`src/rtl/bit_serial_comparator_if.sv`:
```
// rtl/bit_serial_comparator_if.sv - serial operand link and result bundle for bit_serial_comparator
// master drives the operand stream, slave is the comparator.
interface bit_serial_comparator_if;
  logic start;
  logic bit_valid;
  logic a_bit;
  logic b_bit;
  logic busy;
  logic done;
  logic g;
  logic e;
  logic l;

  modport master (
    output start, bit_valid, a_bit, b_bit,
    input  busy, done, g, e, l
  );

  modport slave (
    input  start, bit_valid, a_bit, b_bit,
    output busy, done, g, e, l
  );
endinterface

```
`src/rtl/bit_serial_comparator.sv`:
```
// rtl/bit_serial_comparator.sv - bit-serial unsigned magnitude comparator with registered g/e/l
// Define BIT_SERIAL_CMP_LSB_FIRST_EN for LSB-first operand order (default MSB first).
module bit_serial_comparator #(
  parameter int WIDTH = 4
) (
  input  logic                    clk,
  input  logic                    rst,
  bit_serial_comparator_if.slave  cmp_if
);

  localparam int CW = (WIDTH > 1) ? $clog2(WIDTH) : 1;
  localparam logic [CW-1:0] LAST_IDX = CW'(WIDTH - 1);

  typedef enum logic [1:0] {
    IDLE    = 2'd0,
    COLLECT = 2'd1,
    REPORT  = 2'd2
  } state_t;

  state_t        state_q, state_d;
  logic [CW-1:0] cnt_q, cnt_d;
  logic          gt_q, gt_d;
  logic          lt_q, lt_d;
  logic          g_q, e_q, l_q;
  logic          gt_fold, lt_fold;
  logic          load_res;

  // Running flags with the current bit pair folded in.
  always_comb begin
    gt_fold = gt_q;
    lt_fold = lt_q;
`ifdef BIT_SERIAL_CMP_LSB_FIRST_EN
    if (cmp_if.a_bit != cmp_if.b_bit) begin
      gt_fold = cmp_if.a_bit;
      lt_fold = cmp_if.b_bit;
    end
`else
    if (!gt_q && !lt_q) begin
      gt_fold = cmp_if.a_bit & ~cmp_if.b_bit;
      lt_fold = ~cmp_if.a_bit & cmp_if.b_bit;
    end
`endif
  end

  always_comb begin
    state_d  = state_q;
    cnt_d    = cnt_q;
    gt_d     = gt_q;
    lt_d     = lt_q;
    load_res = 1'b0;
    case (state_q)
      IDLE: begin
        cnt_d = '0;
        gt_d  = 1'b0;
        lt_d  = 1'b0;
        if (cmp_if.start) begin
          state_d = COLLECT;
        end
      end
      COLLECT: begin
        if (cmp_if.bit_valid) begin
          gt_d = gt_fold;
          lt_d = lt_fold;
          if (cnt_q == LAST_IDX) begin
            state_d  = REPORT;
            load_res = 1'b1;
          end else begin
            cnt_d = cnt_q + CW'(1);
          end
        end
      end
      REPORT: begin
        state_d = IDLE;
      end
      default: begin
        state_d = IDLE;
      end
    endcase
  end

  always_ff @(posedge clk or posedge rst) begin
    if (rst) begin
      state_q <= IDLE;
      cnt_q   <= '0;
      gt_q    <= 1'b0;
      lt_q    <= 1'b0;
    end else begin
      state_q <= state_d;
      cnt_q   <= cnt_d;
      gt_q    <= gt_d;
      lt_q    <= lt_d;
    end
  end

  // Result is captured on the final-bit edge so it is visible alongside done.
  always_ff @(posedge clk or posedge rst) begin
    if (rst) begin
      g_q <= 1'b0;
      e_q <= 1'b0;
      l_q <= 1'b0;
    end else if (load_res) begin
      g_q <= gt_d;
      e_q <= ~gt_d & ~lt_d;
      l_q <= lt_d;
    end
  end

  assign cmp_if.busy = (state_q == COLLECT);
  assign cmp_if.done = (state_q == REPORT);
  assign cmp_if.g    = g_q;
  assign cmp_if.e    = e_q;
  assign cmp_if.l    = l_q;

endmodule

```
`src/flat_wrapper.sv`:
```
// flat-port wrapper written by rule: the top's interface ports become plain ports
module bit_serial_comparator_flat 
#(
  parameter int WIDTH = 4
)
  (clk, rst, cmp_if_start, cmp_if_bit_valid, cmp_if_a_bit, cmp_if_b_bit, cmp_if_busy, cmp_if_done, cmp_if_g, cmp_if_e, cmp_if_l);
  bit_serial_comparator_if cmp_if_i ();
  input  logic clk;
  input  logic rst;
  input wire logic [$bits(cmp_if_i.start)-1:0] cmp_if_start;
  input wire logic [$bits(cmp_if_i.bit_valid)-1:0] cmp_if_bit_valid;
  input wire logic [$bits(cmp_if_i.a_bit)-1:0] cmp_if_a_bit;
  input wire logic [$bits(cmp_if_i.b_bit)-1:0] cmp_if_b_bit;
  output wire logic [$bits(cmp_if_i.busy)-1:0] cmp_if_busy;
  output wire logic [$bits(cmp_if_i.done)-1:0] cmp_if_done;
  output wire logic [$bits(cmp_if_i.g)-1:0] cmp_if_g;
  output wire logic [$bits(cmp_if_i.e)-1:0] cmp_if_e;
  output wire logic [$bits(cmp_if_i.l)-1:0] cmp_if_l;
  assign cmp_if_i.start = cmp_if_start;
  assign cmp_if_i.bit_valid = cmp_if_bit_valid;
  assign cmp_if_i.a_bit = cmp_if_a_bit;
  assign cmp_if_i.b_bit = cmp_if_b_bit;
  assign cmp_if_busy = cmp_if_i.busy;
  assign cmp_if_done = cmp_if_i.done;
  assign cmp_if_g = cmp_if_i.g;
  assign cmp_if_e = cmp_if_i.e;
  assign cmp_if_l = cmp_if_i.l;
  bit_serial_comparator #(.WIDTH(WIDTH)) u_core (.clk(clk), .rst(rst), .cmp_if(cmp_if_i));
endmodule
```
`config.mk`:
```
export PLATFORM = sky130hd
export DESIGN_NAME = bit_serial_comparator_flat
export DESIGN_NICKNAME = d
export VERILOG_FILES = /design/src/rtl/bit_serial_comparator_if.sv /design/src/rtl/bit_serial_comparator.sv /design/src/flat_wrapper.sv
export SDC_FILE = /design/constraint.sdc
export NUM_CORES = 1
export LEC_CHECK = 0
export CAP_MARGIN = 10
export CORE_AREA = 2 2 39 41
export DETAILED_ROUTE_END_ITERATION = 16
export DIE_AREA = 0 0 41 43
export SYNTH_ARGS = -nofsm -noshare
export SYNTH_HDL_FRONTEND = slang
export SYNTH_SLANG_ARGS = --single-unit
```
`constraint.sdc`:
```
create_clock -name clk -period 2.1 [get_ports clk]
set_input_delay 0.42 -clock clk [delete_from_list [all_inputs] [get_ports clk]]
set_output_delay 0.42 -clock clk [all_outputs]
set_load 0.01 [all_outputs]
```
==> qor.yml <==
final_cell_area_um2: 558
cts_made_buffers: 3
p_sw_frac: 0.343
place.gp.congestion: 0.702
setup_tns_ns: 0
finalSetupViolCount: 0
vias_per_cell: 4.49
netlist_top_cells_area: "dfrtp_1 52%, nor2_1 7.8%, buf_6 5.2%"
yosys-top-cells-count: "9 x dfrtp_1, 9 x nor2_1"
clk_pin_slew_worst_paths_ns: 0.07
yosysTopAreaCell: "dfrtp_1"
ys_seq_elements: 9
endpoint_kind: "output pin"
finClkSkew_ns: 0.00666
area_growth_pct: 28.5
root_buffer: "clkbuf_4"
fin_nets: 62
synth_cells: 42
yosysTopAreaCellShare: 0.519
worstSetupPathType: "flop to output pin"
r2r-start: "u_core.cnt_q[0]"
ios: 11
timing.final.ws_setup_ns: 0.234
die_h_um: 43
avgSynthCellArea_um2: 10.3
clock-sinks: 9
dieArea_um2: 1760
track_usage: 0.126
irDropWorstVdd_mv: 0.404
synthArstFlopShare: 1.00
netlist_area_um2: 434
p_int_mw: 0.481
htree_levels: 1
rsz0062_at_grt: "no"
yosysSeqAreaShare: 0.519
r2r-end: "u_core.cmp_if.e"
postCtsHoldBufs: 0
path_max_fanout: 9
worst-r2r-cell-count: 3
period_needed_ns: 1.87
antennaDiodeCount: 0
pwr-share-clk: 0.189
cts_setup_buffers: 0
route.vias.total: 314
fmax_ghz: 0.536
tritoncts: "done"
rows: 14
drive_above_1_share: 0.0741
start_util: 0.314
arrival_ns: 1.45
register_area_um2: 225
post_dp_cell_area_um2: 532
holdWs_ns: 0.410
pwr-share-seq: 0.432
wl_um: 799
multi_input_area_um2: 179
grt_start_max_net_pins: 10
clk_path_buf_depth: 2
finalHoldViolations: 0
period_share: 0.889
fillers: 149
slew_violations: 0
power_frac_comb: 0.378
synth.distinct_cells: 21
startpoint_type: "flop"
worst_hold_path_type: "input port to asynchronous set/reset pin"
drt_iter0_markers: 3
grt_pass1_wl_um: 1350
clock_latency_ns: 0.27
route.detailed.wl_per_inst_um: 11.4
first_pass_iters: 3
drv_cap: 0
synth_edf_count: 0
slew-limit-headroom: 0.770
die_x_um: 41
core-area_um2: 1380
drc: 0
syn_nets: 49
leakage_nw: 0.252
switchingPower_mw: 0.251
globalRouteOverflowTotal: 0
port_buffers: 10
worst_slew_pin_slew_ns: 0.345
synthFlopType: "dfrtp_1"
antenna_found_initial: 0
grt_pass1_vias: 322
outcome: "complete, no violations"
fin_util: 0.403
critical_path_required_ns: 1.68
yosysWarnings: 0
ctsResizeCount: 0
r2r_slack_ns: 0.73
place_worst_setup_slack_ns: 0.383
hpwl_um: 570
ant_nets: 0
powerDensity_nw_per_um2: 1310
-- power by group through the flow --
stage          Clock [mW]  Combinational [mW]  Sequential, mW
6_report            0.139               0.277           0.317
5_1_grt             0.153               0.307           0.329
4_1_cts             0.142               0.280           0.316
3_5_place_dp            0               0.277           0.320
3_3_place_gp            0               0.276           0.317
2_1_floorplan           0               0.170           0.315
-- metal layers --
layer,share of wire,track usage
met4,0.065,0.160
met5,0,0
met2,0.37,0.153
met3,0.059,0.0366
met1,0.51,0.148
-- layout by cell type (no fill, tap or decap) --
| cell | n |
|---|---|
| clkbuf_1 | 1 |
| xor2_1 | 1 |
| mux2i_1 | 1 |
| dfrtp_1 | 9 |
| nand2b_1 | 1 |
| and2b_1 | 1 |
| nor2b_1 | 1 |
| a31oi_1 | 2 |
| nor3_1 | 1 |
| nor2_1 | 9 |
| a22oi_1 | 1 |
| inv_1 | 2 |
| nand2_1 | 2 |
| o21ai_1 | 1 |
| ha_1 | 1 |
| a21oi_1 | 2 |
| a311oi_1 | 1 |
| clkbuf_4 | 3 |
| mux2_4 | 1 |
| o21ai_0 | 1 |
| clkdlybuf4s50_1 | 10 |
| and4b_1 | 1 |
| nor3b_1 | 1 |
-- worst max-delay path by stage --
stage | from | cells after the start | slack [ns] | endpoint
after global placement | cmp_if_bit_valid | 3 | 0.39 | u_core.cmp_if.e
after CTS | u_core.state_q[0] | 3 | 0.23 | cmp_if_busy
after global routing | u_core.state_q[1] | 2 | 0.15 | cmp_if_done
after detailed placement | cmp_if_bit_valid | 3 | 0.38 | u_core.cmp_if.e
final | u_core.state_q[1] | 2 | 0.23 | cmp_if_done
after floorplan | u_core.cnt_q[0] | 4 | 0.76 | u_core.cmp_if.e
-- layout make-up --
cell class | count | area share
multi-input combinational | 29 | 0.321
timing repair buffer | 10 | 0.179
tap | 16 | 0.0359
inverter | 2 | 0.0135
clock buffer | 4 | 0.0471
sequential | 9 | 0.404
-- state kept, by name, indices dropped and copies added, names as in the netlist --
name and cells:
u_core.cmp_if.g 1, u_core.lt_q 1, u_core.cmp_if.l 1, u_core.gt_q 1, u_core.cmp_if.e 1, u_core.state_q 2
u_core.cnt_q 2
-- cell families after synthesis --
family,Yosys count,share of synthesized area
simple gates,17,0.193
flops,9,0.519
compound gates,8,0.112
buf+inv,4,0.0692
mux,2,0.0576
xor+xnor,1,0.0202
fa+ha+maj,1,0.0288
-- worst max-delay path, cell delays in order (launching register included) --
cell and delay, ns:
dfrtp_1 0.48, nor2b_1 0.16, clkdlybuf4s50_1 0.53
-- per-stage QoR --
step	power, mW	cells
detailed placement	0.597	66
CTS	0.738	70
global route	0.789	70
floorplan	0.484	42
global placement	0.593	66
finish	0.732	70
No activity file was read; power rests on OpenSTA's default activity.
